<file path="config.mk">
export PLATFORM = sky130hd
export DESIGN_NAME = adc_axis_packetizer_flat
export DESIGN_NICKNAME = d
export VERILOG_FILES = /design/src/rtl/adc_pkt_pkg.sv /design/src/rtl/adc_axis_packetizer_if.sv /design/src/rtl/axis_out_reg.sv /design/src/rtl/adc_axis_packetizer.sv /design/src/flat_wrapper.sv
export SDC_FILE = /design/constraint.sdc
export NUM_CORES = 1
export LEC_CHECK = 0
export BUFFER_PORTS_ARGS = -buffer_cell sky130_fd_sc_hd__buf_2
export CAP_MARGIN = 20
export CORE_MARGIN = 2
export CORE_UTILIZATION = 40
export DETAILED_ROUTE_END_ITERATION = 8
export SYNTH_ARGS = -nofsm -noshare
export SYNTH_HDL_FRONTEND = slang
export SYNTH_SLANG_ARGS = --single-unit
export TNS_END_PERCENT = 50
</file>
<file path="constraint.sdc">
create_clock -name aclk -period 7.1 [get_ports aclk]
set_clock_uncertainty 0.2 [all_clocks]
set_input_delay 0.355 -clock aclk [delete_from_list [all_inputs] [get_ports aclk]]
set_output_delay 0.355 -clock aclk [all_outputs]
set_load 0.02 [all_outputs]
</file>
<file path="src/rtl/adc_pkt_pkg.sv">
// Shared types and constants for the ADC AXI-stream packetizer.
// Holds the framing state enum, header/trailer field layout, and a beat packer.
package adc_pkt_pkg;

    localparam int unsigned DATA_WIDTH  = 64;
    localparam int unsigned KEEP_WIDTH  = DATA_WIDTH / 8;
    localparam int unsigned LEN_WIDTH   = 16;
    localparam int unsigned SEQ_WIDTH   = 16;
    localparam int unsigned CNT_WIDTH   = 32;
    localparam int unsigned FLAGS_WIDTH = 8;

    localparam logic [15:0] HDR_MAGIC_DEFAULT = 16'hADC0;

    localparam logic [7:0] PKT_TYPE_HDR = 8'h00;
    localparam logic [7:0] PKT_TYPE_TRL = 8'h01;

    localparam int unsigned FLAG_EARLY      = 0;
    localparam int unsigned FLAG_EXACT_LAST = 1;

    // Bit offsets of the header/trailer fields inside a 64-bit beat
    localparam int unsigned OFS_MAGIC = 48;
    localparam int unsigned OFS_SEQ   = 32;
    localparam int unsigned OFS_LEN   = 16;
    localparam int unsigned OFS_FLAGS = 8;
    localparam int unsigned OFS_TYPE  = 0;

    typedef enum logic [1:0] {
        ST_IDLE    = 2'd0,
        ST_HEADER  = 2'd1,
        ST_PAYLOAD = 2'd2,
        ST_TRAILER = 2'd3
    } pkt_state_e;

    // Assemble a header or trailer beat; fld is length (header) or beat count (trailer)
    function automatic logic [DATA_WIDTH-1:0] pack_beat(
        input logic [15:0]            magic,
        input logic [SEQ_WIDTH-1:0]   seq,
        input logic [LEN_WIDTH-1:0]   fld,
        input logic [FLAGS_WIDTH-1:0] flags,
        input logic [7:0]             ptype
    );
        logic [DATA_WIDTH-1:0] beat;
        beat                            = '0;
        beat[OFS_MAGIC +: 16]           = magic;
        beat[OFS_SEQ   +: SEQ_WIDTH]    = seq;
        beat[OFS_LEN   +: LEN_WIDTH]    = fld;
        beat[OFS_FLAGS +: FLAGS_WIDTH]  = flags;
        beat[OFS_TYPE  +: 8]            = ptype;
        return beat;
    endfunction

endpackage

</file>
<file path="src/rtl/adc_axis_packetizer_if.sv">
// AXI-stream bundle used on both sides of the packetizer.
// master: drives tdata/tvalid/tlast/tuser/tkeep, receives tready.
// slave:  receives tdata/tvalid/tlast/tuser/tkeep, drives tready.
interface adc_axis_packetizer_if;
    import adc_pkt_pkg::*;

    logic [DATA_WIDTH-1:0] tdata;
    logic                  tvalid;
    logic                  tready;
    logic                  tlast;
    logic                  tuser;
    logic [KEEP_WIDTH-1:0] tkeep;

    modport master (output tdata, tvalid, tlast, tuser, tkeep, input tready);
    modport slave  (input tdata, tvalid, tlast, tuser, tkeep, output tready);

endinterface

</file>
<file path="src/rtl/axis_out_reg.sv">
// Single-entry AXI-stream register slice feeding the m_axis port.
// Ports: aclk/aresetn; load_* offers a beat, load_ready_c says it is taken
// this cycle (slot empty or being drained); m_axis is the registered output.
module axis_out_reg
    import adc_pkt_pkg::*;
(
    input  logic                  aclk,
    input  logic                  aresetn,
    input  logic                  load_valid,
    input  logic [DATA_WIDTH-1:0] load_data,
    input  logic                  load_last,
    input  logic                  load_user,
    output logic                  load_ready_c,
    adc_axis_packetizer_if.master m_axis
);

    logic [DATA_WIDTH-1:0] tdata_q;
    logic                  tvalid_q;
    logic                  tlast_q;
    logic                  tuser_q;

    // Slot frees when empty or when the current beat is accepted this cycle
    assign load_ready_c = !tvalid_q || m_axis.tready;

    always_ff @(posedge aclk or negedge aresetn) begin
        if (!aresetn) begin
            tdata_q  <= '0;
            tvalid_q <= 1'b0;
            tlast_q  <= 1'b0;
            tuser_q  <= 1'b0;
        end else if (load_valid && load_ready_c) begin
            tdata_q  <= load_data;
            tvalid_q <= 1'b1;
            tlast_q  <= load_last;
            tuser_q  <= load_user;
        end else if (m_axis.tready) begin
            tvalid_q <= 1'b0;
        end
    end

    assign m_axis.tdata  = tdata_q;
    assign m_axis.tvalid = tvalid_q;
    assign m_axis.tlast  = tlast_q;
    assign m_axis.tuser  = tuser_q;
    assign m_axis.tkeep  = {KEEP_WIDTH{1'b1}};

endmodule

</file>
<file path="src/rtl/adc_axis_packetizer.sv">
// Frames the ADC sample stream into header / payload / trailer packets.
// Ports: aclk, aresetn (async, active-low); enable gates new packets;
// cfg_payload_beats is the payload length (0 means 1), latched at packet start;
// s_axis is the ADC sample input, m_axis the framed output; pkt_count counts
// accepted trailers.
module adc_axis_packetizer
    import adc_pkt_pkg::*;
#(
    parameter logic [15:0] HEADER_MAGIC = HDR_MAGIC_DEFAULT
) (
    input  logic                  aclk,
    input  logic                  aresetn,
    input  logic                  enable,
    input  logic [LEN_WIDTH-1:0]  cfg_payload_beats,
    adc_axis_packetizer_if.slave  s_axis,
    adc_axis_packetizer_if.master m_axis,
    output logic [CNT_WIDTH-1:0]  pkt_count
);

    pkt_state_e             state;
    logic [LEN_WIDTH-1:0]   len_q;
    logic [LEN_WIDTH-1:0]   beat_cnt;
    logic [SEQ_WIDTH-1:0]   seq;
    logic [FLAGS_WIDTH-1:0] flags_q;
    logic                   trl_loaded;

    logic                   out_free_c;
    logic                   load_valid;
    logic [DATA_WIDTH-1:0]  load_data;
    logic                   load_last;
    logic                   load_user;
    logic [LEN_WIDTH-1:0]   len_start_c;
    logic [LEN_WIDTH-1:0]   cnt_next_c;
    logic                   s_fire_c;
    logic                   m_fire_c;
    logic                   unused_s_sideband;

    // Upstream sideband carries nothing for this block
    assign unused_s_sideband = ^{s_axis.tuser, s_axis.tkeep};

    assign len_start_c = (cfg_payload_beats == '0) ? LEN_WIDTH'(1) : cfg_payload_beats;
    assign cnt_next_c  = beat_cnt + LEN_WIDTH'(1);

    // Upstream is only ever pulled while framing payload
    assign s_axis.tready = (state == ST_PAYLOAD) && out_free_c;
    assign s_fire_c      = s_axis.tvalid && s_axis.tready;
    assign m_fire_c      = m_axis.tvalid && m_axis.tready;

    // Selects what is offered to the output register in each state
    always_comb begin
        load_valid = 1'b0;
        load_data  = '0;
        load_last  = 1'b0;
        load_user  = 1'b0;
        unique case (state)
            ST_IDLE: begin
                load_valid = enable && s_axis.tvalid;
                load_data  = pack_beat(HEADER_MAGIC, seq, len_start_c, '0, PKT_TYPE_HDR);
                load_user  = 1'b1;
            end
            ST_PAYLOAD: begin
                load_valid = s_axis.tvalid;
                load_data  = s_axis.tdata;
            end
            ST_TRAILER: begin
                load_valid = !trl_loaded;
                load_data  = pack_beat(HEADER_MAGIC, seq, beat_cnt, flags_q, PKT_TYPE_TRL);
                load_last  = 1'b1;
            end
            default: ;
        endcase
    end

    // Framing FSM and counters
    always_ff @(posedge aclk or negedge aresetn) begin
        if (!aresetn) begin
            state      <= ST_IDLE;
            len_q      <= LEN_WIDTH'(1);
            beat_cnt   <= '0;
            seq        <= '0;
            flags_q    <= '0;
            trl_loaded <= 1'b0;
            pkt_count  <= '0;
        end else begin
            unique case (state)
                ST_IDLE: begin
                    if (enable && s_axis.tvalid && out_free_c) begin
                        len_q <= len_start_c;
                        state <= ST_HEADER;
                    end
                end
                ST_HEADER: begin
                    if (m_fire_c) begin
                        beat_cnt <= '0;
                        state    <= ST_PAYLOAD;
                    end
                end
                ST_PAYLOAD: begin
                    if (s_fire_c) begin
                        beat_cnt <= cnt_next_c;
                        if (s_axis.tlast || (cnt_next_c == len_q)) begin
                            flags_q                  <= '0;
                            flags_q[FLAG_EARLY]      <= s_axis.tlast && (cnt_next_c != len_q);
                            flags_q[FLAG_EXACT_LAST] <= s_axis.tlast && (cnt_next_c == len_q);
                            trl_loaded               <= 1'b0;
                            state                    <= ST_TRAILER;
                        end
                    end
                end
                ST_TRAILER: begin
                    if (!trl_loaded) begin
                        if (out_free_c) begin
                            trl_loaded <= 1'b1;
                        end
                    end else if (m_fire_c) begin
                        seq       <= seq + SEQ_WIDTH'(1);
                        pkt_count <= pkt_count + CNT_WIDTH'(1);
                        state     <= ST_IDLE;
                    end
                end
                default: state <= ST_IDLE;
            endcase
        end
    end

    axis_out_reg u_out_reg (
        .aclk         (aclk),
        .aresetn      (aresetn),
        .load_valid   (load_valid),
        .load_data    (load_data),
        .load_last    (load_last),
        .load_user    (load_user),
        .load_ready_c (out_free_c),
        .m_axis       (m_axis)
    );

endmodule

</file>
<file path="src/flat_wrapper.sv">
// flat-port wrapper written by rule: the top's interface ports become plain ports
module adc_axis_packetizer_flat import adc_pkt_pkg::*;
#(
    parameter logic [15:0] HEADER_MAGIC = HDR_MAGIC_DEFAULT
)
  (aclk, aresetn, enable, cfg_payload_beats, pkt_count, s_axis_tdata, s_axis_tvalid, s_axis_tlast, s_axis_tuser, s_axis_tkeep, s_axis_tready, m_axis_tdata, m_axis_tvalid, m_axis_tlast, m_axis_tuser, m_axis_tkeep, m_axis_tready);
  adc_axis_packetizer_if s_axis_i ();
  adc_axis_packetizer_if m_axis_i ();
  input  logic aclk;
  input  logic aresetn;
  input  logic enable;
  input  logic [LEN_WIDTH-1:0] cfg_payload_beats;
  output logic [CNT_WIDTH-1:0] pkt_count;
  input wire logic [$bits(s_axis_i.tdata)-1:0] s_axis_tdata;
  input wire logic [$bits(s_axis_i.tvalid)-1:0] s_axis_tvalid;
  input wire logic [$bits(s_axis_i.tlast)-1:0] s_axis_tlast;
  input wire logic [$bits(s_axis_i.tuser)-1:0] s_axis_tuser;
  input wire logic [$bits(s_axis_i.tkeep)-1:0] s_axis_tkeep;
  output wire logic [$bits(s_axis_i.tready)-1:0] s_axis_tready;
  output wire logic [$bits(m_axis_i.tdata)-1:0] m_axis_tdata;
  output wire logic [$bits(m_axis_i.tvalid)-1:0] m_axis_tvalid;
  output wire logic [$bits(m_axis_i.tlast)-1:0] m_axis_tlast;
  output wire logic [$bits(m_axis_i.tuser)-1:0] m_axis_tuser;
  output wire logic [$bits(m_axis_i.tkeep)-1:0] m_axis_tkeep;
  input wire logic [$bits(m_axis_i.tready)-1:0] m_axis_tready;
  assign s_axis_i.tdata = s_axis_tdata;
  assign s_axis_i.tvalid = s_axis_tvalid;
  assign s_axis_i.tlast = s_axis_tlast;
  assign s_axis_i.tuser = s_axis_tuser;
  assign s_axis_i.tkeep = s_axis_tkeep;
  assign s_axis_tready = s_axis_i.tready;
  assign m_axis_tdata = m_axis_i.tdata;
  assign m_axis_tvalid = m_axis_i.tvalid;
  assign m_axis_tlast = m_axis_i.tlast;
  assign m_axis_tuser = m_axis_i.tuser;
  assign m_axis_tkeep = m_axis_i.tkeep;
  assign m_axis_i.tready = m_axis_tready;
  adc_axis_packetizer #(.HEADER_MAGIC(HEADER_MAGIC)) u_core (.aclk(aclk), .aresetn(aresetn), .enable(enable), .cfg_payload_beats(cfg_payload_beats), .s_axis(s_axis_i), .m_axis(m_axis_i), .pkt_count(pkt_count));
endmodule
</file>
==> impl_metrics.toml <==
[sta]
worst_pin_slew_ps = 987
setup_ws_ps = 3600
setup_tns_ps = 0
slew_violations = 0
rsz0062_at_grt = "false"
fmax_mhz = 286
setup_viol = 0
fin_crit_sh = 0.492
fin_crit_ps = 3500
max_slew_margin = 0.340
finalHoldViolations = 0

[final_layout]
multiInputGateArea_um2 = 3160
fin_nets = 999
fillCellCount = 1635
area_delta_synth_final_pct = 30.5
drive_gt1_frac = 0.284
regArea_um2 = 3800

[floorplan]
die_h_um = 138
core_area_um2 = 17800
die_area_um2 = 19100
die_w_um = 138
initial_core_util = 0.405
ios = 203
rows = 49

[grt]
grt_max_degree = 97
grt_pass1_wl_um = 31700
grt_pass1_vias = 5946
track_usage = 0.206
antenna_found_initial = 3
grt.overflow.total = 0

[yosys]
netlist_area_um2 = 7200
synth_ff_type = "dfrtp_1"
syn-mean-instance-area_um2 = 10.6
yosysMostFrequentCell = "dfrtp_1"
syn_inst = 678
yosys_warnings = 0
synth_edf_count = 0
yosys.area.top_type = "dfrtp_1"
ys_ff_latch = 152
synth_seq_area_share = 0.529
synth_cell_types = 54
async_reset_ff_frac = 1.00
synth_commonest_cells = "dfrtp_1 (151), nand2_1 (66), nor2_1 (59), xnor2_1 (51), o21ai_0 (43)"
synth_area_leaders = "dfrtp_1 (52%), xnor2_1 (6.2%), nand2_1 (3.4%), nor2_1 (3.1%), o21ai_0 (3.0%)"
synth_top_area_share = 0.525

[worst_setup_path]
cp.arrival_ps = 3600
worstPathCellList = "ha_1 -> and2_1 -> and3_1 -> mux2_1 -> a2111oi_2 -> nand4_2 -> a311oi_2 -> mux2_1"
crit_path_end_kind = "flop"
path_delay_family = "simple AND/OR/NAND/NOR gates"
critPathMaxStageDelay_ps = 520
worstPathRequired_ps = 7200
cp_common_cell = "mux2_1"
path_buf_inv = 0
start_kind = "flop"
critPathMaxFanout = 10
slowest_stage = "dfrtp_1"
critPathKind = "reg -> reg"

[routing]
wl_per_cell_um = 16.9
drt-total-wl_um = 19300
vias_per_cell = 5.26
wl_met2_um = 9170
num_vias = 5996
drc = 0
wl_met1_um = 8740
dr.pass1.iters = 7
drt_iter0_drc = 415
dr_wl_met3_um = 970
ant_nets = 0
top_layer_used = "met5"

[min_path]
min-delay-path-class = "in -> reg"

[power_and_ir_drop]
pwr_density_cell_nw_per_um2 = 386
totalPowerFinal_w = 0.00362
p_leak_nw = 4.52
ir_drop_v = 0.000197

[clock_network]
cts_resized = 0
numCtsBuffers = 17
tritoncts = "yes"
clkSlewWorstSetupHoldPaths_ps = 60
post-cts-setup-buffers = 0
cts_root_buffer = "clkbuf_16"
clk_latency_ps = 420
cts_sinks = 152
cts_buffer_depth = 2
h-tree-depth = 4
cts_hold_buffers = 49

[place]
dp_slack_ps = 3620
place_congestion = 0.799
io_buffers = 185
hpwl_um = 12900

[flow_run]
drv_cap = 0

[outcome]
status = "completed"
## cells by family (layout without fill, tap and decap cells)
group,after synthesis,count (layout),synth area share
and+or+nand+nor,221,221,0.154
DFF,152,152,0.529
AOI/OAI and AO/OA,149,149,0.152
xor gates and xnor gates,68,68,0.0827
buffers and inverters,59,283,0.0372
muxes,20,20,0.0311
adders and majority gates,8,8,0.0139
other,1,11,0.000521
## sequential cells by signal (all words and copies together), names as in the netlist
signal	cells
u_core.u_out_reg.m_axis.tvalid	1
u_core.seq	16
u_core.u_out_reg.m_axis.tlast	1
u_core.flags_q	2
u_core.beat_cnt	16
u_core.u_out_reg.m_axis.tuser	1
u_core.len_q	16
u_core.state	2
u_core.pkt_count	32
u_core.u_out_reg.m_axis.tdata	64
u_core.trl_loaded	1
## worst paths after layout
kind | startpoint | endpoint | slack [ps] | cells after the start
setup reg to reg | u_core.beat_cnt[0] | u_core.state[1] | 3600 | 8
max in group asynchronous | aresetn | u_core.u_out_reg.m_axis.tdata[63] | 4990 | 3
setup / recovery | u_core.beat_cnt[0] | u_core.state[1] | 3600 | 8
hold / removal | cfg_payload_beats[2] | u_core.len_q[2] | 20 | 2
min in group asynchronous | aresetn | u_core.u_out_reg.m_axis.tdata[23] | 410 | 2
hold reg to reg | u_core.u_out_reg.m_axis.tdata[0] | u_core.u_out_reg.m_axis.tdata[0] | 270 | 2
## worst reg2reg max path: stages (launching register included)
cell	delay [ps]
dfrtp_1	520
ha_1	340
and2_1	290
and3_1	270
mux2_1	350
a2111oi_2	440
nand4_2	280
a311oi_2	360
mux2_1	340
## cells in the final DEF (no fill, tap or decap), types with 5 or more instances in the layout
cell type / instances
a21oi_1: 10
a221oi_1: 17
a222oi_1: 15
a22o_1: 24
a31oi_1: 13
and2_1: 5
and3_1: 14
and4_1: 9
buf_2: 184
buf_4: 7
clkbuf_16: 17
clkinvlp_4: 5
conb_1: 8
dfrtp_1: 151
dlygate4sd3_1: 49
ha_1: 8
inv_1: 10
mux2_2: 17
nand2_1: 66
nand3_1: 25
nand4_1: 12
nor2_1: 59
nor3_1: 5
o21ai_0: 43
o21bai_1: 7
xnor2_1: 51
xor2_1: 17
## final cells by class
cell class                 count  area share
antenna                        3    0.000799
clock buffer                  17      0.0453
clock inverter                15      0.0216
inverter                      10     0.00399
multi-input combinational    474       0.336
sequential                   152       0.405
tap                          229      0.0305
timing repair buffer         241       0.157
## metrics by stage
stage	area, µm²	hold slack [ps]	util	instances
final	9400	22.1	0.529	1141
after global placement	8270	256	0.465	1057
after detailed placement	8270	265	0.465	1057
after CTS	9390	5.91	0.528	1138
after floorplan	7220	-141	-	685
after global routing	9390	20.6	0.528	1139
## per-layer routing
metal  up-vias  global-route usage
li1       2878                   -
met1      2943               0.276
met2       146               0.329
met3        27              0.0533
met4         2              0.0698
met5         -                   0
## where the power goes
group	internal (W)	switching [W]	leakage, nW
Sequential	0.00111	0.000165	1.99
Combinational	0.000524	0.000871	2.24
Clock	0.000589	0.000368	0.291
No activity file was read; power rests on OpenSTA's default activity.
